===== src/rtl/nch_fifo_rdctl.sv =====
// N-channel read controller for the front-end data FIFOs: issues latency-tolerant
// active-low reads per channel and buffers returned words in a small prefetch queue.
module nch_fifo_rdctl #(
    parameter int unsigned NCH    = 6,
    parameter int unsigned DW     = 32,
    parameter int unsigned DEPTH  = 2,
    parameter int unsigned RD_LAT = 1
) (
    input  logic              clk,
    input  logic              init_,
    input  logic [NCH-1:0]    en,
    input  logic              lockstep,
    input  logic [NCH-1:0]    ef_,
    output logic [NCH-1:0]    rden_,
    input  logic [NCH*DW-1:0] din,
    output logic [NCH-1:0]    reg_en,
    output logic [NCH*DW-1:0] dout,
    output logic [NCH-1:0]    pok,
    input  logic [NCH-1:0]    pop,
    output logic              pok_all,
    input  logic              pop_all,
    output logic [NCH-1:0]    err
);

    localparam int unsigned AW = $clog2(DEPTH);
    localparam int unsigned OW = AW + 1;
    localparam int unsigned FW = $clog2(RD_LAT + 1);
    localparam int unsigned SW = OW + FW;

    logic [DW-1:0]     mem_q  [NCH][DEPTH];
    logic [AW-1:0]     wptr_q [NCH];
    logic [AW-1:0]     rptr_q [NCH];
    logic [OW-1:0]     occ_q  [NCH];
    logic [RD_LAT-1:0] vsr_q  [NCH];
    logic [RD_LAT-1:0] vsr_d  [NCH];
    logic [NCH-1:0]    err_q;

    logic [FW-1:0]  infl [NCH];
    logic [NCH-1:0] nonempty;
    logic [NCH-1:0] rd;
    logic [NCH-1:0] cap;
    logic [NCH-1:0] pop_ok;
    logic [NCH-1:0] err_set;

    // Issue decision counts reads still in the latency pipe against free queue slots.
    always_comb begin
        nonempty = '0;
        rd       = '0;
        cap      = '0;
        for (int i = 0; i < NCH; i++) begin
            infl[i] = '0;
            for (int k = 0; k < RD_LAT; k++) begin
                infl[i] = infl[i] + FW'(vsr_q[i][k]);
            end
            nonempty[i] = (occ_q[i] != '0);
            rd[i]       = init_ && en[i] && ef_[i] &&
                          ((SW'(occ_q[i]) + SW'(infl[i])) < SW'(DEPTH));
            cap[i]      = vsr_q[i][RD_LAT-1];
            vsr_d[i]    = '0;
            vsr_d[i][0] = rd[i];
            for (int k = 1; k < RD_LAT; k++) begin
                vsr_d[i][k] = vsr_q[i][k-1];
            end
        end
    end

    always_comb begin
        pok_all = (en != '0) && (&(~en | nonempty));
        if (lockstep) begin
            pok     = en & {NCH{pok_all}};
            pop_ok  = en & {NCH{pop_all && pok_all}};
            err_set = en & {NCH{pop_all && !pok_all}};
        end else begin
            pok     = en & nonempty;
            pop_ok  = pop & pok;
            err_set = pop & ~pok;
        end
        rden_  = ~rd;
        reg_en = cap & {NCH{init_}};
        err    = err_q;
        dout   = '0;
        for (int i = 0; i < NCH; i++) begin
            if (nonempty[i]) begin
                dout[i*DW +: DW] = mem_q[i][rptr_q[i]];
            end
        end
    end

    always_ff @(posedge clk) begin
        if (!init_) begin
            err_q <= '0;
            for (int i = 0; i < NCH; i++) begin
                wptr_q[i] <= '0;
                rptr_q[i] <= '0;
                occ_q[i]  <= '0;
                vsr_q[i]  <= '0;
            end
        end else begin
            err_q <= err_q | err_set;
            for (int i = 0; i < NCH; i++) begin
                vsr_q[i] <= vsr_d[i];
                if (cap[i]) begin
                    mem_q[i][wptr_q[i]] <= din[i*DW +: DW];
                    wptr_q[i]           <= wptr_q[i] + AW'(1);
                end
                if (pop_ok[i]) begin
                    rptr_q[i] <= rptr_q[i] + AW'(1);
                end
                occ_q[i] <= occ_q[i] + OW'(cap[i]) - OW'(pop_ok[i]);
            end
        end
    end

endmodule

===== config.mk =====
export PLATFORM = sky130hd
export DESIGN_NAME = nch_fifo_rdctl
export DESIGN_NICKNAME = d
export VERILOG_FILES = /design/src/rtl/nch_fifo_rdctl.sv
export SDC_FILE = /design/constraint.sdc
export NUM_CORES = 1
export LEC_CHECK = 0
export BUFFER_PORTS_ARGS = -buffer_cell sky130_fd_sc_hd__buf_2
export CORE_MARGIN = 5
export CORE_UTILIZATION = 53
export DETAILED_ROUTE_END_ITERATION = 8
export MAX_ROUTING_LAYER = met4
export PLACE_DENSITY = 0.8
export SYNTH_ARGS = -nofsm -noshare
export SYNTH_HDL_FRONTEND = slang
export SYNTH_SLANG_ARGS = --single-unit
export TNS_END_PERCENT = 50

===== constraint.sdc =====
create_clock -name clk -period 3.5 [get_ports clk]
set_clock_uncertainty 0.05 [all_clocks]
set_input_delay 0.525 -clock clk [delete_from_list [all_inputs] [get_ports clk]]
set_output_delay 0.525 -clock clk [all_outputs]
set_load 0.005 [all_outputs]

* Word level (Yosys, flattened, before mapping)
Memories as Yosys holds them, arrays and structs flattened.
Cells that the tools add are included.
** Word-level totals
- Output and inout port bits :: 217
- Memory bits (writable) :: 414
- Logic and storage cells :: 251
- Memories kept :: 5
- Register bits :: 6
- Input bits :: 214
** Memory list
- mem_q :: depth 6, bits a word 64, rd ports 6, clocked after memory_dff 0, wr ports 6, RTL line 30 : logic [DW-1:0] mem_q [NCH][DEPTH];
- occ_q :: depth 6, bits a word 2, rd ports 6, clocked after memory_dff 0, wr ports 6, RTL line 33 : logic [OW-1:0] occ_q [NCH];
- rptr_q :: depth 6, bits a word 1, rd ports 6, clocked after memory_dff 0, wr ports 6, RTL line 32 : logic [AW-1:0] rptr_q [NCH];
- vsr_q :: depth 6, bits a word 1, rd ports 6, clocked after memory_dff 0, wr ports 6, RTL line 34 : logic [RD_LAT-1:0] vsr_q [NCH];
- wptr_q :: depth 6, bits a word 1, rd ports 6, clocked after memory_dff 0, wr ports 6, RTL line 31 : logic [AW-1:0] wptr_q [NCH];
** Operators by class
- Mux-type cells :: 107
- Bitwise logic cells :: 48
- Reduce and logical (&&, ||, !) cells :: 36
- Order comparisons :: 24
- $add $sub $neg :: 30
** Operators by type and width (number)
- two-way mux 32 bit :: 30
- two-way mux 64 bit :: 6
- demux 32 bit (select 1 bit) :: 6
- two-way mux 1 bit :: 56
- AND 6 bit :: 7
- logical AND 1 bit :: 27
- greater-or-equal comparator 2 bit, second input constant :: 12
- inverter 1 -> 2 bit :: 12
- bitwise OR 1 bit :: 24
- adder 2 x 1 -> 3 bit :: 6
- less-than comparator 3 x 2 -> 1 bit, second input constant :: 6
- two-way mux 6 bit :: 3
- inverter 6 bit :: 3
- adder 1 bit, second input constant :: 12
- adder 2 x 1 -> 2 bit :: 6
- less-than comparator 2 x 1 -> 1 bit, second input constant :: 6
- two-way mux 2 bit :: 6
- bitwise OR 6 bit :: 2
- nonzero test 2 bit :: 6
- subtractor 2 x 1 -> 2 bit :: 6
- AND reduction 6 bit :: 1
- nonzero test 6 bit :: 1
- logical NOT 1 bit :: 1

* Longest topological paths before layout
Gate-level depths: netlist (run 1).
- Word-level depth :: 11
- Mapped depth :: 11
- Mapped depth without buffers :: 10

* Worst setup path before layout (run 1)
Ideal clock, no wire load.
- Path type :: input -> register
- Start :: in init_
- End :: mem wptr_q[0][5] in the netlist's numbering (data pin)
- Data required time :: 2.960 ns
- Path slack :: 0.550 ns
- Data arrival time :: 2.409 ns
- Cell stages on the path :: 3
- Setup time :: 0.490 ns
- Path buffers :: 1
- Path through :: clkbuf_1 -> and2_1 -> nor2b_1
** RTL lines
- start, declared :: RTL line 10 : input logic init_,
- end, declared :: RTL line 31

==> results of run 1 <==
==> power groups by stage <==
| stage | clock network, mW | logic, mW | registers [mW] |
|---|---|---|---|
| finish | 4.54 | 0.857 | 5.62 |
| detailed placement | 0 | 0.862 | 5.72 |
| CTS | 4.63 | 0.868 | 5.62 |
| global placement | 0 | 0.844 | 5.72 |
| global route | 4.86 | 0.940 | 5.62 |
| floorplan | 0 | 0.411 | 5.72 |
==> flip-flops by register name, indices dropped and copies added, names as in the netlist <==
register	cells
vsr_q	6
err	6
wptr_q	6
occ_q	12
rptr_q	6
mem_q	384
==> final timing paths <==
path | from | endpoint
worst min register to register | err[5] | err[5]
worst min-delay path | din[4] | mem_q[0][4]
worst max-delay path | occ_q[0][3] | pok[3]
worst max register to register | occ_q[0][3] | occ_q[0][5]
==> final cells by class <==
cell class                 instances  share of cell area, %
clock inverter                    23                   1.28
antenna                           10                  0.122
timing repair buffer             457                   11.5
clock buffer                      52                   5.62
tap                              396                   2.42
multi-input combinational        553                   18.5
inverter                          15                  0.275
sequential                       420                   60.3
==> per-stage QoR <==
stage,util (%),std cells,worst slack [ns]
after global placement,62.3,1841,0.535
after CTS,67.0,1916,0.486
final,67.0,1926,0.462
after floorplan,-,1039,0.550
after detailed placement,62.3,1841,0.420
after global routing,67.0,1925,0.295
==> cell usage in the layout, fill, tap and decap left out, drive strengths merged <==
master,instances
clkbuf,52
a211oi,3
or4,1
o211a,2
a311oi,5
nor3b,6
ha,6
diode,10
buf,457
a21oi,9
and4,2
nor2,214
xnor2,11
o31ai,1
nand3,1
clkinv,17
nand4b,4
and3,7
xor2,1
dfxtp,24
nand2b,11
a22o,1
bufinv,6
nand2,14
and2,13
edfxtp,396
inv,14
o21a,3
or2,1
o21ai,12
o311ai,1
clkinvlp,1
nor2b,11
mux2i,192
nor3,12
a31oi,7
a221oi,2
==> cell families (layout without fill, tap and decap cells) <==
logic type                 count (synthesis)  count (layout)  synth area share [%]
adders and majority gates                  6               6                 0.458
DFF                                      420             420                  75.5
buffers and inverters                     66             547                  1.56
xor gates and xnor gates                  12              12                 0.641
other                                      0              10                     0
AOI/OAI and AO/OA                         46              46                  2.16
muxes                                    192             192                  11.7
and+or+nand+nor                          297             297                  7.99
==> per-layer routing <==
| metal | vias up | part of all wire (%) | routed length, um | track usage, % |
|---|---|---|---|---|
| li1 | 4750 | - | - | - |
| met1 | 4852 | 38 | 14700 | 26.1 |
| met2 | 392 | 50 | 19300 | 36.8 |
| met3 | 60 | 9.1 | 3490 | 5.67 |
| met4 | 0 | 2.4 | 916 | 6.50 |
| met5 | - | 0 | 0 | - |
==> impl_metrics.json, run 1 <==
{
  "status": "complete, no violations",
  "synth_edf_count": 396,
  "maxCapViolCount": 0,
  "holdPathStages": 1,
  "routed-via-count": 10054,
  "numCtsBuffers": 42,
  "dieArea_um2": 34500,
  "ys_types": 41,
  "area_growth_pct": 25.1,
  "root_buffer": "clkbuf_16",
  "hold_path_class": "primary input to flop",
  "cts_htree_levels": 2,
  "fp.dieH_um": 186,
  "grt_pass1_wl_um": 56600,
  "dp_hpwl_um": 27100,
  "synth_most_common_cell": "edfxtp_1",
  "syn_area_um2": 16400,
  "ctsHoldBuffers": 0,
  "worst-path-buf-inv": 1,
  "combPwrFrac_pct": 7.8,
  "die_w_um": 186,
  "cp-end-kind": "primary output",
  "start_util_pct": 53.6,
  "synth_seq_cells": 420,
  "hold_ws_ns": 0.131,
  "io_buffer_count": 430,
  "synth.avg_cell_area_um2": 15.8,
  "register_area_um2": 12400,
  "cp_num_cells": 5,
  "drive_gt1_share_pct": 35.4,
  "placed_cell_area_um2": 19100,
  "slew_headroom_pct": 54.6,
  "yosysTopAreaCell": "edfxtp_1",
  "path_cells": "nor2_2, a221oi_2, a21oi_1, a211oi_1, buf_2",
  "overflow": 0,
  "dr.pass1.iters": 5,
  "wl_per_cell_um": 19.9,
  "critPathMaxFanout": 9,
  "worst_pin_slew_ns": 0.680,
  "grt_max_degree": 39,
  "slowest_stage": "a221oi_2",
  "synth-seq-area-share_pct": 75.5,
  "drc_errors": 0,
  "wirelength_um": 38300,
  "clockPowerShare_pct": 41.2,
  "synthCells": 1039,
  "ys.flop_type": "edfxtp_1",
  "numClockSinks": 420,
  "row_count": 64,
  "rsz0062_at_grt": "no",
  "drtIter0Drc": 614,
  "worstRegToRegCells": 9,
  "fin_tns_setup_ns": 0,
  "peakVddDrop_mv": 0.464,
  "switchingPower_mw": 2.30,
  "pwr-share-seq_pct": 51.0,
  "period_share_pct": 86.8,
  "synth_area_leaders": "edfxtp_1, mux2i_1, nor2_1",
  "final_hold_viol_count": 0,
  "synth.cells.most_frequent": "edfxtp_1, nor2_1, mux2i_1",
  "multi_input_area_um2": 3790,
  "grt_pass1_vias": 10493,
  "crit_family": "compound AO/OA/AOI/OAI gates",
  "nNetsFinal": 1709,
  "r2r_slack_ns": 0.84,
  "cts_tree": "built",
  "intPower_mw": 8.72,
  "post_cts_buffers": 0,
  "coreArea_um2": 30600,
  "routabilityCongestion": 0.826,
  "p_leak_nw": 8.27,
  "total_power_mw": 11.0,
  "yosys_warnings": 0,
  "ctsResizeCount": 0,
  "fillers": 2184,
  "power_density_nw_per_um2": 537,
  "critPathArrivalTime_ns": 2.46,
  "path_class": "flop to primary output",
  "synth_nets": 1259,
  "yosysTopAreaCellShare_pct": 72.5,
  "clk-insertion-delay-late_ns": 0.53,
  "cts.reportedPaths.clkPinSlew_ns": 0.06,
  "track_usage_pct": 21.8,
  "postLayoutCellArea_um2": 20500,
  "synthArstFlopShare_pct": 0,
  "setup_viol": 0,
  "max_freq_ghz": 0.329,
  "cp_data_required_time_ns": 2.92,
  "slowest_delay_ns": 0.62,
  "vias_per_cell": 5.22,
  "setup.worst_path.start_class": "flop",
  "switching_share_pct": 20.9,
  "grt_antenna_before_repair": 9,
  "clk_path_buf_depth": 3,
  "io_pins": 431,
  "ant_nets": 0,
  "slew_viol_final": 0,
  "layout_min_cycle_time_ns": 3.04
}
No activity file was read; power rests on OpenSTA's default activity.
==> run 2, diff against run 1 <==
- BUFFER_PORTS_ARGS: -buffer_cell sky130_fd_sc_hd__buf_2 -> unset
- CORE_UTILIZATION: 53 -> 60
- DONT_BUFFER_PORTS: unset -> 1
- PLACE_DENSITY: 0.8 -> 0.76
==> run 2 against run 1 <==
First-iteration DRC count up 4.7%. Global-route usage up 0.95 points. Design area decreased by 11%. Via count shrank 15%. Combinational power decreased by 38%. Clock power is 2% lower. Critical path depth is the same. Final cell count fell by 25%. Sequential share of layout area grew 7.3 points. Worst hold slack worse by 0.091 ns. Routed wire length shrank 8.3%. Critical path type unchanged. Critical endpoint is now pok[0].
==> impl_metrics.json, run 2 (synthesis gave the netlist of run 1 again) <==
{
  "clk_path_buf_depth": 3,
  "layout_common_cells": "edfxtp_1, nor2_1, mux2i_1",
  "period_share_pct": 89.9,
  "nNetsFinal": 1285,
  "cp-startpoint": "occ_q[0][9]",
  "track_usage_pct": 22.8,
  "slew_viol_final": 0,
  "grt_pass1_wl_um": 51300,
  "path_class": "flop to primary output",
  "slew_headroom_pct": 41.1,
  "ant_nets": 0,
  "max_freq_ghz": 0.318,
  "row_count": 60,
  "rsz0062_at_grt": "no",
  "cts_tree": "built",
  "fillers": 1784,
  "placedCellCount": 1362,
  "worst_pin_slew_ns": 0.884,
  "fin_cells": 1440,
  "area_growth_pct": 11.6,
  "cp-end-kind": "primary output",
  "dr.pass1.iters": 4,
  "vias_per_cell": 5.93,
  "start_util_pct": 60.8,
  "ctsResizeCount": 0,
  "die_w_um": 175,
  "drc_errors": 0,
  "status": "complete, no violations",
  "clk-insertion-delay-late_ns": 0.52,
  "r2r_start": "occ_q[0][9]",
  "root_buffer": "clkbuf_16",
  "overflow": 0,
  "drive_gt1_share_pct": 10.5,
  "dieArea_um2": 30700,
  "fp.dieH_um": 175,
  "p_leak_nw": 6.31,
  "multi_input_area_um2": 3790,
  "routed-via-count": 8538,
  "grt_antenna_before_repair": 3,
  "dp_hpwl_um": 24900,
  "post_cts_buffers": 0,
  "fin_tns_setup_ns": 0,
  "hold_path_class": "primary input to flop",
  "wirelength_um": 35200,
  "worstRegToRegCells": 10,
  "setup.worst_path.start_class": "flop",
  "setup_viol": 0,
  "io_pins": 431,
  "final_hold_viol_count": 0,
  "maxCapViolCount": 0,
  "drtIter0Drc": 643,
  "hp-start": "din[140]",
  "layout_min_cycle_time_ns": 3.15,
  "numCtsBuffers": 42,
  "placed_cell_area_um2": 16900,
  "coreArea_um2": 27000,
  "peakVddDrop_mv": 0.564,
  "grt_max_degree": 39,
  "wl_per_cell_um": 24.4,
  "cts.reportedPaths.clkPinSlew_ns": 0.06,
  "ctsHoldBuffers": 0,
  "numClockSinks": 420,
  "largest_register_ffs": 384,
  "holdPathStages": 0,
  "layout_commonest_cell": "edfxtp_1",
  "power_density_nw_per_um2": 580,
  "grt_pass1_vias": 8616,
  "register_area_um2": 12400,
  "postLayoutCellArea_um2": 18300,
  "cts_htree_levels": 2,
  "cp_data_required_time_ns": 2.92,
  "critPathMaxFanout": 9,
  "routabilityCongestion": 0.837,
  "io_buffer_count": 0,
  "critPathArrivalTime_ns": 2.57
}
## run 2: cell types whose count changed in the layout (fill, tap and decap cells not counted)
cell | previous run | this run
diode_2 | 10 | 2
buf_2 | 430 | 0
bufinv_16 | 6 | 5
clkinv_2 | 4 | 7
buf_4 | 27 | 33
clkinv_4 | 2 | 1
## run 2: where the power goes
group | switching (mW) | internal, mW
Sequential | 0.0497 | 5.59
Clock | 1.73 | 2.70
Combinational | 0.360 | 0.174
Total | 2.14 | 8.46
## run 2: cell type report
type                            instances  area share, %
Antenna cell                            2         0.0274
Clock buffer                           52           6.30
Clock inverter                         24           1.31
Inverter                               15          0.308
Multi-Input combinational cell        553           20.7
Sequential cell                       420           67.6
Tap cell                              341           2.33
Timing Repair Buffer                   33           1.35
## run 2: per-stage QoR
| stage | hold WS, ns | utilization [%] | total power [mW] | setup WS, ns |
|---|---|---|---|---|
| global placement | 0.445 | 62.7 | 6.27 | 0.731 |
| detailed placement | 0.455 | 62.7 | 6.28 | 0.664 |
| floorplan | 0.397 | - | 6.13 | 0.550 |
| CTS | 0.0266 | 67.8 | 10.7 | 0.328 |
| finish | 0.0401 | 67.9 | 10.6 | 0.353 |
| global route | 0.0215 | 67.9 | 11.0 | 0.197 |
## run 2: per-layer routing
layer	track usage [%]	vias up	share of wire [%]
met1	25.0	4196	35
met4	6.58	0	2.5
met3	10.3	54	12
li1	-	3899	-
met5	-	-	0
met2	37.8	389	51
## run 2: path summary, 6_finish.rpt
| kind | to | slack [ns] |
|---|---|---|
| hold / removal | mem_q[4][12] | 0.04 |
| setup reg to reg | occ_q[0][5] | 0.84 |
| setup / recovery | pok[0] | 0.35 |
| hold reg to reg | vsr_q[1] | 0.46 |
## run 2: worst max-delay path, stage by stage (launching register included)
cell	delay, ns
dfxtp_1	0.38
nor2_2	0.06
a22o_1	0.26
a221oi_4	0.39
a21oi_1	0.28
a211oi_1	0.67
==> run 3, diff against run 2 <==
- CORE_UTILIZATION: 60 -> 25
- PLACE_DENSITY: 0.76 -> 0.38
==> run 3 against run 2 <==
Global-route usage decreased by 10 points. Non-clock buffer count up 189. Critical path type unchanged. Sequential cell count is the same. Via count increased by 7.8%. Critical path depth unchanged. Largest cell class unchanged. First-iteration DRC count decreased by 38%. Die area is 130% higher. Critical endpoint is now pok[4]. Combinational power is 48% higher. Maximum frequency decreased by 2.6%.
==> impl_metrics.json, run 3 (synthesis gave the netlist of run 1 again) <==
{
  "track_usage_pct": 12.7,
  "slew_viol_final": 0,
  "postLayoutCellArea_um2": 21100,
  "dr.pass1.iters": 4,
  "p_leak_nw": 7.21,
  "numCtsBuffers": 51,
  "io_pins": 431,
  "final_hold_viol_count": 0,
  "grt_pass1_vias": 9677,
  "cts.reportedPaths.clkPinSlew_ns": 0.05,
  "hold_path_class": "primary input to flop",
  "placed_cell_area_um2": 17500,
  "routabilityCongestion": 0.736,
  "clk_path_buf_depth": 3,
  "dieArea_um2": 70800,
  "grt_antenna_before_repair": 7,
  "layout_commonest_cell": "edfxtp_1",
  "hold_ws_ns": 0.0554,
  "largest_register_ffs": 384,
  "critPathMaxFanout": 9,
  "grt_max_degree": 36,
  "max_freq_ghz": 0.309,
  "clk-insertion-delay-late_ns": 0.58,
  "layout_common_cells": "edfxtp_1, nor2_1, dlygate4sd3_1",
  "worst_pin_slew_ns": 0.717,
  "drc_errors": 0,
  "peakVddDrop_mv": 0.332,
  "cts_tree": "built",
  "post_cts_buffers": 0,
  "ant_nets": 0,
  "vias_per_cell": 4.27,
  "row_count": 93,
  "pre_cts_slack_ns": 0.656,
  "setup_viol": 0,
  "overflow": 0,
  "wl_per_cell_um": 21.2,
  "grt_pass1_wl_um": 65700,
  "layout_min_cycle_time_ns": 3.23,
  "numClockSinks": 420,
  "drive_gt1_share_pct": 9.41,
  "fp.dieH_um": 266,
  "coreArea_um2": 64700,
  "period_share_pct": 92.4,
  "drtIter0Drc": 400,
  "critPathArrivalTime_ns": 2.66,
  "start_util_pct": 25.3,
  "fin_tns_setup_ns": 0,
  "cts_htree_levels": 2,
  "die_w_um": 266,
  "setup.worst_path.start_class": "flop",
  "dp_hpwl_um": 31200,
  "path_class": "flop to primary output",
  "placedCellCount": 1871,
  "slew_headroom_pct": 52.2,
  "worst_slack_ns": 0.268,
  "cp_data_required_time_ns": 2.92,
  "fin_cells": 2158,
  "nNetsFinal": 1483,
  "status": "complete, no violations",
  "rsz0062_at_grt": "no",
  "maxCapViolCount": 0,
  "cp-end-kind": "primary output",
  "wirelength_um": 45800,
  "area_growth_pct": 28.7,
  "io_buffer_count": 0,
  "routed-via-count": 9205,
  "root_buffer": "clkbuf_16",
  "power_density_nw_per_um2": 544
}
## run 3: layout make-up
cell class,count,area [um2]
Fill cell,6405,43600
Sequential cell,420,12400
Multi-Input combinational cell,553,3810
Timing Repair Buffer,222,2180
Clock buffer,61,1360
Tap cell,855,1070
Clock inverter,26,236
Inverter,15,56.3
Antenna cell,6,15.0
## run 3: repair_timing
| action | CTS | global route |
|---|---|---|
| endpoints found under the hold margin | 390 | 0 |
| hold buffers | 194 | 0 |
| resized for setup | 0 | 0 |
## run 3: path summary, 6_finish.rpt
check                endpoint  slack, ns  cells past startpoint         from
hold / removal    occ_q[0][6]       0.06                      1        init_
setup / recovery       pok[4]       0.27                      5  occ_q[0][3]
setup reg to reg  occ_q[0][5]       0.82                      9  occ_q[0][3]
hold reg to reg      vsr_q[0]       0.46                      1  occ_q[0][0]
## run 3: metrics by stage
stage,util (%),total power [mW]
6_report,32.6,11.5
5_1_grt,32.6,12.0
4_1_cts,32.6,11.7
3_5_place_dp,27.1,6.35
3_3_place_gp,27.1,6.35
2_1_floorplan,-,6.13
## run 3: critical path: stages (launching register included)
cell and delay, ns:
dfxtp_1 0.37, nor2_2 0.08, a221oi_2 0.64, nand2_1 0.15, nor2_1 0.45, o21a_1 0.39
## run 3: power breakdown
part           internal, mW  switching, mW
Sequential             5.58         0.0501
Combinational         0.320          0.472
Clock                  3.03           2.02
## run 3: layer usage
| layer | track usage [%] | share of wire (%) | vias up |
|---|---|---|---|
| met4 | 3.88 | 2.5 | 0 |
| met2 | 19.9 | 47 | 303 |
| li1 | - | - | 4288 |
| met5 | - | 0 | - |
| met1 | 14.7 | 40 | 4544 |
| met3 | 5.61 | 10 | 70 |
